$ cat config.mk
export PLATFORM = sky130hd
export DESIGN_NAME = muldiv_unit
export DESIGN_NICKNAME = d
export VERILOG_FILES = /design/src/rtl/muldiv_unit.sv
export SDC_FILE = /design/constraint.sdc
export NUM_CORES = 1
export LEC_CHECK = 0
export BUFFER_PORTS_ARGS = -buffer_cell sky130_fd_sc_hd__clkbuf_2
export CAP_MARGIN = 10
export CELL_PAD_IN_SITES_DETAIL_PLACEMENT = 1
export CELL_PAD_IN_SITES_GLOBAL_PLACEMENT = 1
export CORE_AREA = 2 2 180 182
export DETAILED_ROUTE_END_ITERATION = 10
export DIE_AREA = 0 0 182 184
export PLACE_DENSITY_LB_ADDON = 0.1
export SETUP_SLACK_MARGIN = 0.4
export SLEW_MARGIN = 10
export SYNTH_ARGS = -nofsm -noshare
export SYNTH_HDL_FRONTEND = slang
export SYNTH_SLANG_ARGS = --single-unit
export TNS_END_PERCENT = 100
$ cat constraint.sdc
create_clock -name clk -period 3.7 [get_ports clk]
set_input_delay 0.185 -clock clk [delete_from_list [all_inputs] [get_ports clk]]
set_output_delay 0.185 -clock clk [all_outputs]
set_load 0.03 [all_outputs]
$ cat src/rtl/muldiv_unit.sv
// muldiv_unit: iterative radix-2 multiply / restoring divide, one bit per cycle.
// Divider datapath is built only when MULDIV_DIVIDER_EN is defined.
module muldiv_unit #(
  parameter int WIDTH = 32,
  parameter int CNTW  = $clog2(WIDTH) + 1
) (
  input  logic             clk,
  input  logic             rst_n,
  input  logic             start,
  input  logic [1:0]       op,
  input  logic [WIDTH-1:0] a,
  input  logic [WIDTH-1:0] b,
  output logic             busy,
  output logic             done,
  output logic [WIDTH-1:0] hi,
  output logic [WIDTH-1:0] lo,
  output logic             div_by_zero,
  output logic             illegal
);

`ifdef MULDIV_DIVIDER_EN
  localparam bit DIV_EN = 1'b1;
`else
  localparam bit DIV_EN = 1'b0;
`endif

  typedef enum logic [1:0] {
    IDLE,
    CALC,
    FIX
  } state_t;

  state_t           state;
  logic [CNTW-1:0]  cnt;
  logic             is_div;
  logic             neg_q;
  logic             neg_r;
  logic             dz;
  logic             fin;
  logic [WIDTH-1:0] a_q;
  logic [WIDTH-1:0] d_q;
  logic [WIDTH-1:0] p_hi;
  logic [WIDTH-1:0] p_lo;

  logic             sgn;
  logic             a_neg;
  logic             b_neg;
  logic [WIDTH-1:0] a_mag;
  logic [WIDTH-1:0] b_mag;
  logic             b_zero;

  always_comb begin
    sgn    = ~op[0];
    a_neg  = sgn & a[WIDTH-1];
    b_neg  = sgn & b[WIDTH-1];
    a_mag  = a_neg ? -a : a;
    b_mag  = b_neg ? -b : b;
    b_zero = (b == '0);
  end

  logic [WIDTH:0]   m_sum;
  logic [WIDTH-1:0] s_hi;
  logic [WIDTH-1:0] s_lo;

`ifdef MULDIV_DIVIDER_EN
  logic [WIDTH:0]   d_sh;
  logic [WIDTH:0]   d_diff;
`endif

  // p_lo holds multiplier / dividend bits, p_hi the partial product / remainder
  always_comb begin
    m_sum = {1'b0, p_hi} + (p_lo[0] ? {1'b0, d_q} : '0);
    s_hi  = m_sum[WIDTH:1];
    s_lo  = {m_sum[0], p_lo[WIDTH-1:1]};
`ifdef MULDIV_DIVIDER_EN
    d_sh   = {p_hi, p_lo[WIDTH-1]};
    d_diff = d_sh - {1'b0, d_q};
    if (is_div) begin
      if (!d_diff[WIDTH]) begin
        s_hi = d_diff[WIDTH-1:0];
        s_lo = {p_lo[WIDTH-2:0], 1'b1};
      end else begin
        s_hi = d_sh[WIDTH-1:0];
        s_lo = {p_lo[WIDTH-2:0], 1'b0};
      end
    end
`endif
  end

  logic [2*WIDTH-1:0] prod;
  logic [WIDTH-1:0]   f_hi;
  logic [WIDTH-1:0]   f_lo;

  always_comb begin
    prod = {p_hi, p_lo};
    f_hi = p_hi;
    f_lo = p_lo;
    if (dz) begin
      f_hi = a_q;
      f_lo = '1;
    end else if (is_div) begin
      if (neg_q) f_lo = -p_lo;
      if (neg_r) f_hi = -p_hi;
    end else if (neg_q) begin
      {f_hi, f_lo} = -prod;
    end
  end

  assign busy = (state != IDLE);

  // fin marks the commit cycle: results reach hi/lo together with done
  always_ff @(posedge clk or negedge rst_n) begin
    if (!rst_n) begin
      state       <= IDLE;
      cnt         <= '0;
      is_div      <= 1'b0;
      neg_q       <= 1'b0;
      neg_r       <= 1'b0;
      dz          <= 1'b0;
      fin         <= 1'b0;
      a_q         <= '0;
      d_q         <= '0;
      p_hi        <= '0;
      p_lo        <= '0;
      hi          <= '0;
      lo          <= '0;
      done        <= 1'b0;
      illegal     <= 1'b0;
      div_by_zero <= 1'b0;
    end else begin
      done    <= 1'b0;
      illegal <= 1'b0;
      if (fin) begin
        hi          <= p_hi;
        lo          <= p_lo;
        done        <= 1'b1;
        div_by_zero <= dz;
        fin         <= 1'b0;
      end
      unique case (state)
        IDLE: begin
          if (start && !fin) begin
            if (op[1] && !DIV_EN) begin
              illegal <= 1'b1;
            end else begin
              is_div      <= op[1];
              a_q         <= a;
              d_q         <= b_mag;
              p_hi        <= '0;
              p_lo        <= a_mag;
              neg_q       <= a_neg ^ b_neg;
              neg_r       <= a_neg;
              dz          <= op[1] & b_zero;
              div_by_zero <= 1'b0;
              cnt         <= CNTW'(WIDTH);
              state       <= (op[1] && b_zero) ? FIX : CALC;
            end
          end
        end
        CALC: begin
          p_hi <= s_hi;
          p_lo <= s_lo;
          cnt  <= cnt - 1'b1;
          if (cnt == CNTW'(1)) state <= FIX;
        end
        FIX: begin
          p_hi  <= f_hi;
          p_lo  <= f_lo;
          fin   <= 1'b1;
          state <= IDLE;
        end
        default: state <= IDLE;
      endcase
    end
  end

endmodule

Word-level counts from Yosys, hierarchy flattened
Cells that the tools add are included.

Flip-flop bits (word level): 206. Latch bits: 0. RAM bits: 0. Bits in read-only memories: 0. Input bits: 69. Output and inout port bits: 68. Logic and storage cells: 74. Memories kept: 0.

$add $sub $neg: 5. $mul: 0. Divide/modulo/power cells: 0. Magnitude comparators: 0. Equal/unequal tests: 7. Shift-type cells: 0. Mux-type cells: 30. Bitwise logic cells: 6. Reduce and logical (&&, ||, !) cells: 12.

Operators with widths (count): $mux W32 (11); $pmux W32 S3 (2); $neg A32 Y32 (2); $neg A64 Y64 (1); $add A32 B32 Y33 (1); $logic_not A32 Y1 (1); $mux W6 (2); $pmux W6 S2 (1); $mux W1 (9); $reduce_and A3 Y1 (3); $mux W2 (4); $eq A6 B1 Y1 const B (1); $ne A2 B2 Y1 const B (3); $sub A6 B1 Y6 const B (1); $pmux W2 S2 (1); $reduce_and A4 Y1 (1); $reduce_bool A2 Y1 (2); $and A1 B1 Y1 (3); $ne A3 B3 Y1 const B (1); $reduce_bool A3 Y1 (1); $eq A2 B1 Y1 const B (1); $eq A2 B2 Y1 const B (1); $logic_and A1 B1 Y1 (2); $logic_not A2 Y1 (1); 3 further kinds (4).

Logic depth before layout (Yosys ltp)
Gate-level depths: netlist of the first run.

Word-level depth: 6. Gate-level depth with buffers: 13. Gate-level depth less buffers: 12.

Worst setup path after synthesis of the first run
OpenSTA, ideal clock, no wires.

Path kind: register -> register. From: reg p_lo[0]. To: reg p_hi[28]. Library setup time: 130 ps. Arrival: 2998 ps. Data required time: 3570 ps. Slack: 572 ps. Stages on the path, launching flop included: 12. Path buffers: 1. Clock period less this slack: 3128 ps. Path through: dfrtp_1 > clkbuf_1 > and2_1 > ha_1 > a21o_1 > a311o_1 > a221o_1 > a21oi_1 > a21boi_0 > o41ai_1 > o221ai_1 > o21bai_1.

Longest elaborated chain between the ends: 4. Elaborated cells on any way between the ends: 6. Classes of those cells: add/sub (2); mux (4).

RTL lines: from (decl) (line 43) `logic [WIDTH-1:0] p_lo;`; from (signal assigned) (line 150) `p_lo <= a_mag;`; from (signal assigned) (line 162) `p_lo <= s_lo;`; from (signal assigned) (line 168) `p_lo <= f_lo;`; $neg A64 Y64 (line 105) `{f_hi, f_lo} = -prod;`; $mux W32 (line 104) `end else if (neg_q) begin`; $mux W32 (line 98) `if (dz) begin`; $pmux W32 S3 * (line 140) `unique case (state)`; to (signal assigned) (line 161) `p_hi <= s_hi;`; to (signal assigned) (line 167) `p_hi <= f_hi;`; to (decl) (line 42) `logic [WIDTH-1:0] p_hi;`.

Every way passes the cells marked *; elsewhere a longest branch is shown, timed or not. The select of a mux whose other input is x is not followed. A chain may end at the register's enable or synchronous reset.

Worst setup path after layout of the first run
From: reg p_lo[21]. To: reg p_hi[27].

Longest elaborated chain between the ends: 4.

RTL lines (line): $neg A64 Y64 (105); $mux W32 (104); $mux W32 (98); $pmux W32 S3 (140).

Every way passes these cells. The select of a mux whose other input is x is not followed.

==> impl_metrics.ini, run 1 <==
[status]
status = complete, no violations

[sta]
hold_viol_final = 0
period_minus_slack_ns = 3.189
fin_ws_ns = 0.5105
max_slew_margin_pct = 31.30
timing.setup.tns_ns = 0
tightest_slew_ns = 1.028
rsz0062_at_grt = true
clock_skew_ns = 0.01730
drv_slew = 0
setup_violations = 0
fin_crit_sh_pct = 86.20
fmax_mhz = 313.5
hold_slack_ns = 0.01187

[final_layout]
antenna_cells = 0
nFillCells = 3687
drive_gt1_share_pct = 18.92
final_core_utilization_pct = 50.29
fin_nets = 1799
fin_area_um2 = 15790
syn_to_final_growth_pct = 20.93
final_common_cell = nand2_1
final_cell_mix = nand2_1 (213), dfrtp_1 (202), clkbuf_2 (135)

[synth]
ys_ff_latch = 206
ys_warn_count = 0
yosysSeqAreaShare_pct = 39.48
syn_avg_cell_area_um2 = 8.722
synth.distinct_cells = 67
syn-num-nets = 1608
synth_edf_count = 0
netlist_area_um2 = 13060
syn-instance-count = 1497
ys.flop_type = dfrtp_1
async_reset_ff_share_pct = 100.0

[floorplanning]
coreArea_um2 = 31390
fp.dieH_um = 184
die_w_um = 182
rows = 65
ioPinCount = 137
start_util_pct = 41.59
dieArea_um2 = 33490

[global_routing]
grt_pass1_vias = 12670
track_usage_pct = 27.28
grt_pass1_wl_um = 72590
grt_max_degree = 99
antenna_found_initial = 0
overflow = 0

[power_and_ir_drop]
p_clk_share_pct = 17.0
leakage_nw = 7.104
p_switching_mw = 6.568
p_per_area_nw_per_um2 = 877.2
cellInternalPower_mw = 7.282
switching_share_pct = 47.42
p_comb_share_pct = 51.3
ir_worst_vdd_mv = 0.3967
p_seq_share_pct = 31.7

[routing]
vias = 12360
ant_nets = 0
drcViolationCount = 0
first_iter_violations = 1015
via_per_inst = 5.875
first_pass_iters = 6
wl_per_cell_um = 21.59
totalWireLength_um = 45430

[critical_path]
cp_data_arrival_time_ns = 3.60
startpoint_type = flip-flop
critPathMaxStageDelay_ns = 0.59
cp_cell_sequence = or4_4 > nand3b_1 > or3_4 > or3_4 > nor4b_4 > xnor2_1 > a222oi_1 > a21oi_1
cp.required_ns = 4.11
crit_path_max_fanout = 6
slowest_stage = or4_4
worstSetupPathType = flip-flop to flip-flop
end_kind = flip-flop
cpMostUsedCell = or3_4

[placement]
hpwl_um = 32420
placed_area_um2 = 14370
numPortBuffers = 136
pre_cts_ws_ns = 0.01529
place_congestion = 0.9007

[clock_network]
clockBufferDepth = 3
htreeDepth = 1
cts.sinks = 206
clk_pin_slew_ns = 0.06
cts_made_buffers = 25
tritoncts = done
cts_root_buf = clkbuf_16
clock_latency_ns = 0.54

[flow_run]
cap_violations = 0

[hold_path]
hold_path.class = input port to flip-flop
[logic make-up after synthesis]
| kind of cell | share of synthesized area, % |
|---|---|
| flops | 39.48 |
| buf+inv | 3.210 |
| mux | 5.903 |
| compound gates | 19.53 |
| simple gates | 20.08 |
| xor+xnor | 7.714 |
| fa+ha+maj | 4.082 |
[layer usage]
layer	GRT usage, %	vias up	routed length (um)
met3	3.110	79	2176
met4	6.258	0	1003
met5	0	-	0
met1	37.94	6141	21060
li1	-	5787	-
met2	45.73	353	21190
[path summary, 6_finish.rpt]
check                           startpoint       end  slack (ns)  depth (start not counted)
worst max-delay path              p_lo[21]  p_hi[27]        0.51                          8
worst min-delay path                 b[22]   d_q[22]        0.01                          3
worst max register to register    p_lo[21]  p_hi[27]        0.51                          8
worst min register to register     d_q[19]   d_q[19]        0.47                          2
max in group asynchronous            rst_n  p_hi[23]        2.59                          3
min in group asynchronous            rst_n     lo[6]        0.29                          2
[worst max-delay path, delay by kind of cell (launching register included)]
kind	cells	cell delay, ns
AOI/OAI and AO/OA	2	0.44
and+or+nand+nor	5	2.09
xor gates and xnor gates	1	0.09
DFF	1	0.44
[cell usage after synthesis, drive strengths merged, types with 20 or more instances]
library cell	count	area, um^2
nand2	213	799.5
dfrtp	206	5155
o21ai	133	665.6
a21oi	116	580.6
nor2	87	326.6
clkbuf	76	285.3
xnor2	65	569.3
mux2	64	720.7
xor2	50	437.9
nor3	49	245.2
ha	41	513.0
and2	40	250.2
nand3	33	165.2
inv	31	116.4
nor4	21	137.6
or3	21	141.4
a21o	20	150.1
[repair_timing]
| action | in CTS | in global routing |
|---|---|---|
| setup buffers | 0 | 1 |
| endpoints found under the setup margin | 13 | 8 |
| endpoints found under the hold margin | 153 | 0 |
| pin swaps | 1 | 3 |
| hold buffers | 58 | 0 |
| resized for setup | 5 | 14 |
[layout make-up]
class	instances	area [um^2]	area share [%]
Inverter	31	116.4	0.7370
Sequential cell	206	5162	32.70
Timing Repair Buffer	244	1688	10.69
Clock buffer	31	658.1	4.168
Multi-Input combinational cell	1180	7562	47.90
Clock inverter	10	98.84	0.6260
Tap cell	402	503.0	3.186
[power by group through the flow]
| stage | clock (mW) | combinational, mW | sequential, mW |
|---|---|---|---|
| floorplan | 0 | 4.23 | 4.62 |
| finish | 2.35 | 7.10 | 4.39 |
| global placement | 0 | 6.78 | 4.39 |
| global route | 2.49 | 7.80 | 4.54 |
| detailed placement | 0 | 6.93 | 4.41 |
| CTS | 2.41 | 7.03 | 4.39 |
[flip-flops by register name, summed over array words and instances, names as in the netlist]
register	count
state	2
fin	1
dz	1
cnt	6
done	1
lo	32
p_hi	32
hi	32
a_q	32
div_by_zero	1
d_q	32
p_lo	32
neg_q	1
illegal	1
[stage by stage]
stage               power [mW]  instances
finish                   13.85       2104
global route             14.83       2104
CTS                      13.82       2103
detailed placement       11.34       2004
global placement         11.17       2004
floorplan                8.851       1497
Note: power is estimated with default switching activity, not from simulation.
==> run 2: changes to the inputs <==
CORE_AREA = 2 2 174 176   (was 2 2 180 182)
DIE_AREA = 0 0 176 178   (was 0 0 182 184)
==> impl_metrics.ini, run 2 (same netlist as run 1, synthesis figures left out) <==
[status]
status = complete, no violations

[critical_path]
worstSetupPathType = flip-flop to flip-flop
crit_path_max_fanout = 6
end_kind = flip-flop
cpMostUsedCell = or3_4
startpoint_type = flip-flop
cp_cell_sequence = or4_4 > nand3b_1 > or3_4 > or3_4 > nor4b_4 > xnor2_1 > a222oi_1 > a21oi_1
critPathMaxStageDelay_ns = 0.60
cp.required_ns = 4.10
critPathBufInv = 0
cp_data_arrival_time_ns = 3.56
rrSetupSlack_ns = 0.55
crit_family = simple AND/OR/NAND/NOR gates
slowest_stage = or4_4

[placement]
numPortBuffers = 136
hpwl_um = 31990
place_congestion = 0.9348

[flow_run]
cap_violations = 0

[power_and_ir_drop]
leakage_nw = 7.027
total_power_mw = 13.71
p_per_area_nw_per_um2 = 880.9
ir_worst_vdd_mv = 0.5111

[final_layout]
syn_to_final_growth_pct = 19.21
fin_nets = 1782
drive_gt1_share_pct = 18.79
final_core_utilization_pct = 52.94
final_cell_mix = nand2_1 (213), dfrtp_1 (203), clkbuf_2 (136)
final_common_cell = nand2_1
nFillCells = 3512

[sta]
tightest_slew_ns = 0.9984
period_minus_slack_ns = 3.154
timing.setup.tns_ns = 0
fmax_mhz = 317.0
max_slew_margin_pct = 33.31
drv_slew = 0
clock_skew_ns = 0.01221
rsz0062_at_grt = false
setup_violations = 0
fin_crit_sh_pct = 85.25
hold_viol_final = 0

[global_routing]
grt_max_degree = 96
grt_most_used_layer = met2
grt.met1_usage_pct = 38.90
track_usage_pct = 28.40
grt_pass1_wl_um = 70630
grt_pass1_vias = 12760
met2_usage_pct = 48.75
antenna_found_initial = 0
gr-usage-met3_pct = 2.515
overflow = 0

[floorplanning]
coreArea_um2 = 29400
fp.dieH_um = 178
rows = 63
ioPinCount = 137
die_w_um = 176
dieArea_um2 = 31330
start_util_pct = 44.41

[clock_network]
tritoncts = done
clockBufferDepth = 3
clock_latency_ns = 0.52
cts_made_buffers = 24
htreeDepth = 1
clk_pin_slew_ns = 0.06
cts_root_buf = clkbuf_16
cts.sinks = 206

[hold_path]
hold_path.class = input port to flip-flop

[routing]
first_iter_violations = 1031
via_per_inst = 5.910
ant_nets = 0
drcViolationCount = 0
vias = 12280
first_pass_iters = 5
wl_per_cell_um = 21.21
totalWireLength_um = 44070
run 2: metrics by stage:
step	setup slack [ns]	cell area (um^2)	hold WS, ns	std cells
global placement	0.3680	14320	0.3431	1988
finish	0.5457	15560	0.005051	2078
detailed placement	0.2451	14320	0.3394	1988
global route	0.4001	15560	0.02967	2077
CTS	0.4441	15480	0.0002260	2072
floorplan	0.5721	13060	-0.1106	1497
run 2: worst paths after layout:
check / from / endpoint / cells after the start
setup / recovery: p_lo[21] / p_hi[27] / 8
hold / removal: b[3] / d_q[3] / 3
setup reg to reg: p_lo[21] / p_hi[27] / 8
hold reg to reg: d_q[22] / d_q[22] / 2
max in group asynchronous: rst_n / p_lo[19] / 3
min in group asynchronous: rst_n / done / 2
run 2: worst min-delay path, delay by kind of cell:
kind | cells | cell delay [ns]
xor gates and xnor gates | 1 | 0.07
AOI/OAI and AO/OA | 1 | 0.12
buffers and inverters | 1 | 0.11
run 2: power by group:
| group | internal (mW) | leakage [nW] | switching, mW | total [mW] |
|---|---|---|---|---|
| Sequential | 3.30 | 2.58 | 1.07 | 4.37 |
| Clock | 1.28 | 0.357 | 0.971 | 2.25 |
| Combinational | 2.63 | 4.09 | 4.46 | 7.09 |
| Total | 7.21 | 7.03 | 6.51 | 13.7 |
run 2: routing by layer:
| layer | wire length [um] | up-vias | share of wire, % |
|---|---|---|---|
| met2 | 21070 | 372 | 48 |
| met4 | 811 | 0 | 1.8 |
| met3 | 2009 | 57 | 4.6 |
| li1 | - | 5740 | - |
| met1 | 20180 | 6113 | 46 |
| met5 | 0 | - | 0 |
run 2: area by class of cell:
type                            count  area [um^2]  area share [%]
Multi-Input combinational cell   1180         7561           48.58
Sequential cell                   206         5159           33.14
Timing Repair Buffer              228         1518           9.751
Clock buffer                       36        686.9           4.413
Tap cell                          390        488.0           3.135
Inverter                           31        116.4          0.7476
Clock inverter                      6        33.78          0.2170
Antenna cell                        1        2.502         0.01608
run 2: repair_timing:
action | CTS | global route
hold endpoints to repair | 133 | 0
pin swaps | 0 | 3
hold buffers | 42 | 0
buffers inserted | 0 | 5
endpoints found under the setup margin | 6 | 14
resized for setup | 3 | 15
